==> src/rtl/fetch_stage.sv <==
`default_nettype none
// +-----------------------------------------------------------------------+
// | fetch_stage: LC-3b instruction fetch with one-entry output register, |
// | skid buffer under backpressure and redirect with in-flight drop.     |
// | Revision: 1.0                                                        |
// +-----------------------------------------------------------------------+
module fetch_stage #(
  parameter logic [15:0] RESET_PC = 16'h0000
) (
  input  logic        clk,
  input  logic        rst,
  output logic        imem_read,
  output logic [15:0] imem_address,
  input  logic        imem_resp,
  input  logic [15:0] imem_rdata,
  input  logic        redirect_valid,
  input  logic [15:0] redirect_pc,
  output logic        out_valid,
  input  logic        out_ready,
  output logic [15:0] out_ir,
  output logic [15:0] out_pc
);

  typedef enum logic [1:0] {
    S_FETCH = 2'd0,
    S_HOLD  = 2'd1,
    S_DROP  = 2'd2
  } state_t;

  state_t      r_state, w_state_nxt;
  logic [15:0] r_pc, w_pc_nxt;
  logic [15:0] r_drop_addr, w_drop_addr_nxt;
  logic        r_out_valid, w_out_valid_nxt;
  logic [15:0] r_out_ir, w_out_ir_nxt;
  logic [15:0] r_out_pc, w_out_pc_nxt;
  logic [15:0] r_skid_ir, w_skid_ir_nxt;
  logic [15:0] r_skid_pc, w_skid_pc_nxt;

  logic [15:0] w_pc_inc;
  logic [15:0] w_redirect_pc;
  logic        w_out_free;
  logic        w_unused;

  assign w_pc_inc      = r_pc + 16'd2;
  assign w_redirect_pc = {redirect_pc[15:1], 1'b0};
  assign w_out_free    = !r_out_valid || out_ready;
  assign w_unused      = redirect_pc[0];

  // The skid register is occupied exactly while the FSM sits in HOLD.
  assign imem_read    = !rst && (r_state != S_HOLD);
  assign imem_address = (r_state == S_DROP) ? r_drop_addr : r_pc;
  assign out_valid    = r_out_valid;
  assign out_ir       = r_out_ir;
  assign out_pc       = r_out_pc;

  always_comb begin
    w_state_nxt     = r_state;
    w_pc_nxt        = r_pc;
    w_drop_addr_nxt = r_drop_addr;
    w_out_valid_nxt = r_out_valid;
    w_out_ir_nxt    = r_out_ir;
    w_out_pc_nxt    = r_out_pc;
    w_skid_ir_nxt   = r_skid_ir;
    w_skid_pc_nxt   = r_skid_pc;

    if (r_out_valid && out_ready) begin
      w_out_valid_nxt = 1'b0;
    end

    if (redirect_valid) begin
      w_pc_nxt        = w_redirect_pc;
      w_out_valid_nxt = 1'b0;
      case (r_state)
        S_FETCH: begin
          // An outstanding request cannot be aborted; remember it so its response can be dropped.
          if (!imem_resp) begin
            w_drop_addr_nxt = r_pc;
            w_state_nxt     = S_DROP;
          end
        end
        S_HOLD:  w_state_nxt = S_FETCH;
        default: w_state_nxt = S_DROP;
      endcase
    end else begin
      case (r_state)
        S_FETCH: begin
          if (imem_resp) begin
            w_pc_nxt = w_pc_inc;
            if (w_out_free) begin
              w_out_ir_nxt    = imem_rdata;
              w_out_pc_nxt    = w_pc_inc;
              w_out_valid_nxt = 1'b1;
            end else begin
              w_skid_ir_nxt = imem_rdata;
              w_skid_pc_nxt = w_pc_inc;
              w_state_nxt   = S_HOLD;
            end
          end
        end
        S_HOLD: begin
          if (out_ready) begin
            w_out_ir_nxt    = r_skid_ir;
            w_out_pc_nxt    = r_skid_pc;
            w_out_valid_nxt = 1'b1;
            w_state_nxt     = S_FETCH;
          end
        end
        default: begin
          if (imem_resp) begin
            w_state_nxt = S_FETCH;
          end
        end
      endcase
    end
  end

  always_ff @(posedge clk) begin
    if (rst) begin
      r_state     <= S_FETCH;
      r_pc        <= {RESET_PC[15:1], 1'b0};
      r_drop_addr <= 16'h0000;
      r_out_valid <= 1'b0;
      r_out_ir    <= 16'h0000;
      r_out_pc    <= 16'h0000;
      r_skid_ir   <= 16'h0000;
      r_skid_pc   <= 16'h0000;
    end else begin
      r_state     <= w_state_nxt;
      r_pc        <= w_pc_nxt;
      r_drop_addr <= w_drop_addr_nxt;
      r_out_valid <= w_out_valid_nxt;
      r_out_ir    <= w_out_ir_nxt;
      r_out_pc    <= w_out_pc_nxt;
      r_skid_ir   <= w_skid_ir_nxt;
      r_skid_pc   <= w_skid_pc_nxt;
    end
  end

endmodule
`default_nettype wire
==> config.mk <==
export PLATFORM = sky130hd
export DESIGN_NAME = fetch_stage
export DESIGN_NICKNAME = d
export VERILOG_FILES = /design/src/rtl/fetch_stage.sv
export SDC_FILE = /design/constraint.sdc
export NUM_CORES = 1
export LEC_CHECK = 0
export ABC_AREA = 0
export BUFFER_PORTS_ARGS = -buffer_cell sky130_fd_sc_hd__buf_2
export CORE_MARGIN = 4
export CORE_UTILIZATION = 32
export CTS_CLUSTER_SIZE = 20
export DETAILED_ROUTE_END_ITERATION = 6
export PLACE_DENSITY_LB_ADDON = 0.2
export SLEW_MARGIN = 25
export SYNTH_ARGS = -nofsm -noshare
export SYNTH_HDL_FRONTEND = slang
export SYNTH_SLANG_ARGS = --single-unit
==> constraint.sdc <==
create_clock -name clk -period 2 [get_ports clk]
set_clock_uncertainty 0.1 [all_clocks]
set_input_delay 0 -clock clk [delete_from_list [all_inputs] [get_ports clk]]
set_output_delay 0 -clock clk [all_outputs]
set_load 0.05 [all_outputs]
## Yosys cells after proc, flatten, opt, wreduce, memory -nomap -nowiden

Cells that the tools add are included.

| word-level totals | value |
|---|---|
| flip-flop bits (word level) | 99 |
| input port bits | 37 |
| output and inout port bits | 50 |
| word-level logic and storage cells | 65 |

| operators by class | value |
|---|---|
| $add $sub $neg | 1 |
| eq/ne operators | 10 |
| mux-type cells | 25 |
| bitwise operators | 3 |
| reduce and logical (&&, ||, !) cells | 17 |

Operators by type and width:

| cell | count |
|---|---|
| $mux W16 | 10 |
| $pmux W16 S2 | 2 |
| $add A16 B2 Y16 const B | 1 |
| $mux W2 | 6 |
| $ne A3 B3 Y1 const B | 4 |
| $reduce_and A5 Y1 | 2 |
| $pmux W2 S2 | 2 |
| $ne A2 B2 Y1 const B | 3 |
| $reduce_bool A2 Y1 | 3 |
| $mux W1 | 4 |
| $reduce_and A2 Y1 | 2 |
| $reduce_and A4 Y1 | 1 |
| $not A1 Y1 | 3 |
| $reduce_and A3 Y1 | 1 |
| $reduce_bool A3 Y1 | 1 |
| $eq A2 B1 Y1 const B | 1 |
| $eq A2 B2 Y1 const B | 1 |
| $logic_and A1 B1 Y1 | 2 |
| $logic_not A1 Y1 | 2 |
| $logic_not A2 Y1 | 1 |
| $ne A2 B1 Y1 const B | 1 |
| $pmux W1 S2 | 1 |
| $reduce_or A2 Y1 | 1 |
| $logic_or A1 B1 Y1 | 1 |

## Logic depth before layout (Yosys ltp)

| depth | value |
|---|---|
| depth after elaboration | 6 |
| mapped depth | 7 |
| gate-level depth less buffers | 5 |

## Least setup slack after synthesis

Ideal clock, no wire load.

| path | value |
|---|---|
| kind | reg-to-reg |
| start point | register r_state[1] |
| end point | register r_out_pc[15], in the netlist out_pc[15] |
| setup time | 0.080 ns |
| arrival time | 1.879 ns |
| required time | 1.820 ns |
| path slack | -0.059 ns |
| stages on the path, launching flop included | 8 |
| buffers on the path | 3 |
| period minus slack after synthesis | 2.059 ns |
| path through | dfxtp_1 -> buf_6 -> nor2b_1 -> clkbuf_1 -> clkbuf_1 -> nor2_1 -> nand2_1 -> o211ai_1 |

| between the ends | value |
|---|---|
| cells in the longest elaborated chain, start to end | 3 |
| elaborated cells on any way between the ends | 8 |
| those cells by class | eq/ne: 4; mux: 1; reduce/logical: 3 |

RTL lines:

| item | RTL line | source |
|---|---|---|
| start, declared | 30 | `state_t r_state, w_state_nxt;` |
| start signal, assigned | 128 | `r_state <= w_state_nxt;` |
| $eq A2 B1 Y1 / $logic_not A2 Y1 (equally long branches) | 85 | `case (r_state)` |
| $ne A2 B2 Y1 (no source line) / $reduce_bool A2 Y1 (equally long branches) | -- |  |
| $reduce_and A5 Y1 (no source line) | -- |  |
| end signal, assigned | 133 | `r_out_pc <= w_out_pc_nxt;` |
| end, declared | 35 | `logic [15:0] r_out_pc, w_out_pc_nxt;` |

Several ways; a longest one is shown, not always the timed one.
A chain may end at the register's enable or synchronous reset.

## Worst setup path after layout

| path | value |
|---|---|
| start point | register r_state[1] |
| end point | output imem_address[7] |

| between the ends | value |
|---|---|
| cells in the longest elaborated chain, start to end | 2 |

RTL lines:

| item | RTL line | source |
|---|---|---|
| $eq A2 B2 Y1 | 51 | `assign imem_address = (r_state == S_DROP) ? r_drop_addr : r_pc;` |
| $mux W16 | 51 |  |
| end, declared | 13 | `output logic [15:0] imem_address,` |

No other way between the ends.

==> flow_metrics.env <==
export IMPL_outcome="finished, final reports clean"
export IMPL_worst_path_max_delay_cell="dfxtp_2"
export IMPL_leakage_nw=2.24
export IMPL_initial_utilization=0.333
export IMPL_required_ns=1.90
export IMPL_dpl_cell_area_sq_mm=0.00521
export IMPL_ys_seq_area_frac=0.424
export IMPL_port_buffers=83
export IMPL_synth_commonest_cells="123 x nand2_1, 95 x dfxtp_1, 54 x nor2_1, 45 x a21oi_1, 33 x clkbuf_1"
export IMPL_tightest_slew_ns=0.535
export IMPL_vias=4309
export IMPL_ys_types=52
export IMPL_cts_inserted_buffers=9
export IMPL_async_flop_share=0
export IMPL_p_total_mw=4.64
export IMPL_htreeDepth=3
export IMPL_finalSetupViolCount=0
export IMPL_routabilityCongestion=0.837
export IMPL_finalWorstSetupSlack_ns=0.0735
export IMPL_worstSkewPairLatency_ns=0.34
export IMPL_switching_share=0.294
export IMPL_num_rows=42
export IMPL_synth_edf_count=0
export IMPL_wl_per_cell_um=14.9
export IMPL_path_delay_family="buffers and inverters"
export IMPL_yosysMostFrequentCell="nand2_1"
export IMPL_period_share=0.963
export IMPL_drive_gt1_frac=0.254
export IMPL_p_clk_frac=0.388
export IMPL_hold_ws_ns=0.349
export IMPL_yosysWarnings=0
export IMPL_path_cells="buf_4 > nor2b_1 > buf_6 > mux2_2 > buf_2"
export IMPL_wl_um=12800
export IMPL_netlist_area_sq_mm=0.00448
export IMPL_synth_cells=560
export IMPL_nNetsFinal=711
export IMPL_ys_flop_type="dfxtp_1"
export IMPL_end_kind="primary output"
export IMPL_min_period_ns=1.93
export IMPL_crit_arrival_ns=1.83
export IMPL_synth_area_leaders="dfxtp_1 42%, nand2_1 10%, a21oi_1 5.0%"
export IMPL_clockBufferDepth=2
export IMPL_drt_pre_antenna_iters=4
export IMPL_grt_total_usage=0.157
export IMPL_grt_pass1_wl_um=20700
export IMPL_design_area_sq_mm=0.00594
export IMPL_via_per_inst=5.05
export IMPL_seqPwrFrac=0.436
export IMPL_drv_cap=0
export IMPL_hold_viol=0
export IMPL_critical_path_class="flop to primary output"
export IMPL_vdd_drop_max_uv=435
export IMPL_n_antenna_cell=0
export IMPL_clkTransAtPathRegs_ns=0.07
export IMPL_grt_overflow=0
export IMPL_drcViolationCount=0
export IMPL_dp_hpwl_um=8960
export IMPL_crit_fanout=15
export IMPL_drt_initial_drc_count=288
export IMPL_fp_dieH_um=126
export IMPL_core_sq_mm=0.0135
export IMPL_antenna_found_initial=0
export IMPL_synth_area_per_cell_sq_um=8.00
export IMPL_fp_dieW_um=126
export IMPL_pre_cts_slack_ns=-0.00131
export IMPL_root_buffer="clkbuf_16"
export IMPL_die_area_sq_mm=0.0160
export IMPL_relSlewSlack=0.643
export IMPL_grt_max_degree=47
export IMPL_hold_class="input port to flop"
export IMPL_yosysTopAreaCellShare=0.424
export IMPL_area_growth_pct=32.6
export IMPL_grt_pass1_vias=4120
export IMPL_cp_buffers_inverters=3
export IMPL_pwr_share_comb=0.176
export IMPL_switching_power_mw=1.37
export IMPL_startpoint_type="flop"
export IMPL_yosys_register_bits=95
export IMPL_yosys_area_top_type="dfxtp_1"
export IMPL_fmax_mhz=519
export IMPL_grt_setup_unrepaired="false"
export IMPL_clock_sinks=95
export IMPL_antenna_left=0
export IMPL_worst_path_largest_cell_delay_ns=0.38
export IMPL_power_density_mw_per_mm2=782
export IMPL_io_pins=87
export IMPL_cts_tree="yes"
export IMPL_drv_slew=0
export IMPL_fillCellCount=1356
export IMPL_finish_utilization=0.442
export IMPL_p_int_mw=3.28
cells in the final DEF (no fill, tap or decap), types with 2 or more instances in the layout:
cell           instances
inv_6                  2
clkbuf_16              9
a41oi_1                2
a211o_1                2
buf_2                 83
buf_4                 32
nand2b_1               7
xor2_1                 8
or4_4                  2
o21ai_0                5
nor3_1                19
nand3_1               14
or4_1                  2
and4_1                 3
a21oi_1               45
nor4_1                 2
nor3b_1                2
a211oi_1              19
dfxtp_2                4
clkinvlp_4             2
conb_1                 2
buf_12                 6
dlygate4sd3_1         38
a21boi_0               4
o211ai_1               4
dfxtp_1               91
nand4_1               10
nor4_2                 2
o311ai_0               3
nand2_1              123
nor2b_1                2
or3_1                  2
xnor2_1                9
mux2_2                16
nor2_1                53
a311oi_1              20
o21a_1                 2
power by group through the flow:
stage	sequential, mW	clock [mW]	combinational (mW)
floorplan	2.17	0	0.426
global placement	2.06	0	0.751
detailed placement	2.07	0	0.758
CTS	2.02	1.85	0.817
global route	2.03	1.93	0.880
finish	2.02	1.80	0.816
per-stage QoR:
| step | TNS [ns] | std cells |
|---|---|---|
| 6_report | 0 | 854 |
| 4_1_cts | 0 | 853 |
| 2_1_floorplan | 0 | 561 |
| 3_3_place_gp | 0 | 799 |
| 3_5_place_dp | -0.00253 | 799 |
| 5_1_grt | 0 | 854 |
repair_timing:
action | in CTS | in global routing
hold endpoints to repair | 60 | 0
endpoints found under the setup margin | 8 | 37
pin swaps | 0 | 1
buffers inserted | 0 | 1
hold buffers | 38 | 0
resized for setup | 3 | 8
layout make-up:
cell class / instances / area [sq um] / share of cell area
clock inverters: 6 / 73.8 / 0.0124
well taps: 176 / 220 / 0.0371
multi-input cells: 405 / 2330 / 0.392
inverters: 2 / 7.51 / 0.00126
flip-flops and latches: 95 / 1910 / 0.321
clock buffers: 10 / 239 / 0.0402
repair buffers: 160 / 1170 / 0.196
registers in the layout, summed over array words and instances, names as in the netlist:
signal / cells
r_drop_addr: 15
r_skid_ir: 16
r_state: 2
r_pc: 15
out_valid: 1
out_pc: 15
r_skid_pc: 15
out_ir: 16
kinds of logic (layout without fill, tap and decap cells):
logic type | Yosys count | in the layout | share of synthesized area
flip-flops | 95 | 95 | 0.424
other | 1 | 2 | 0.000837
AO/OA/AOI/OAI | 115 | 115 | 0.177
XOR/XNOR | 17 | 17 | 0.0332
adder cells (fa/ha/maj) | 1 | 1 | 0.00279
AND/OR/NAND/NOR | 254 | 254 | 0.259
buffers and inverters | 61 | 178 | 0.0631
multiplexers | 16 | 16 | 0.0402
routing by layer:
layer  vias up  wire [um]  GRT usage
li1       2176          -          -
met1      2013       5780      0.207
met2       112       6160      0.257
met3         8        637     0.0366
met4         0        187     0.0461
met5         -          0          0
worst paths after layout:
check	start	end	slack [ns]	depth (start not counted)
max reg2reg	r_pc[4]$_SDFFE_PP0P_	out_pc[12]$_SDFFE_PP0P_	0.11	4
min	imem_rdata[11]	r_skid_ir[11]$_SDFFE_PP0P_	0.35	4
min reg2reg	r_drop_addr[5]$_SDFFE_PP0P_	r_drop_addr[5]$_SDFFE_PP0P_	0.35	2
max	r_state[1]$_SDFFE_PP0P_	imem_address[7]	0.07	5
worst min-delay path: stages:
cell	delay (ns)
dlygate4sd3_1	0.53
buf_2	0.13
nand2_1	0.05
a21oi_1	0.05
Note: power is estimated with default switching activity, not from simulation.
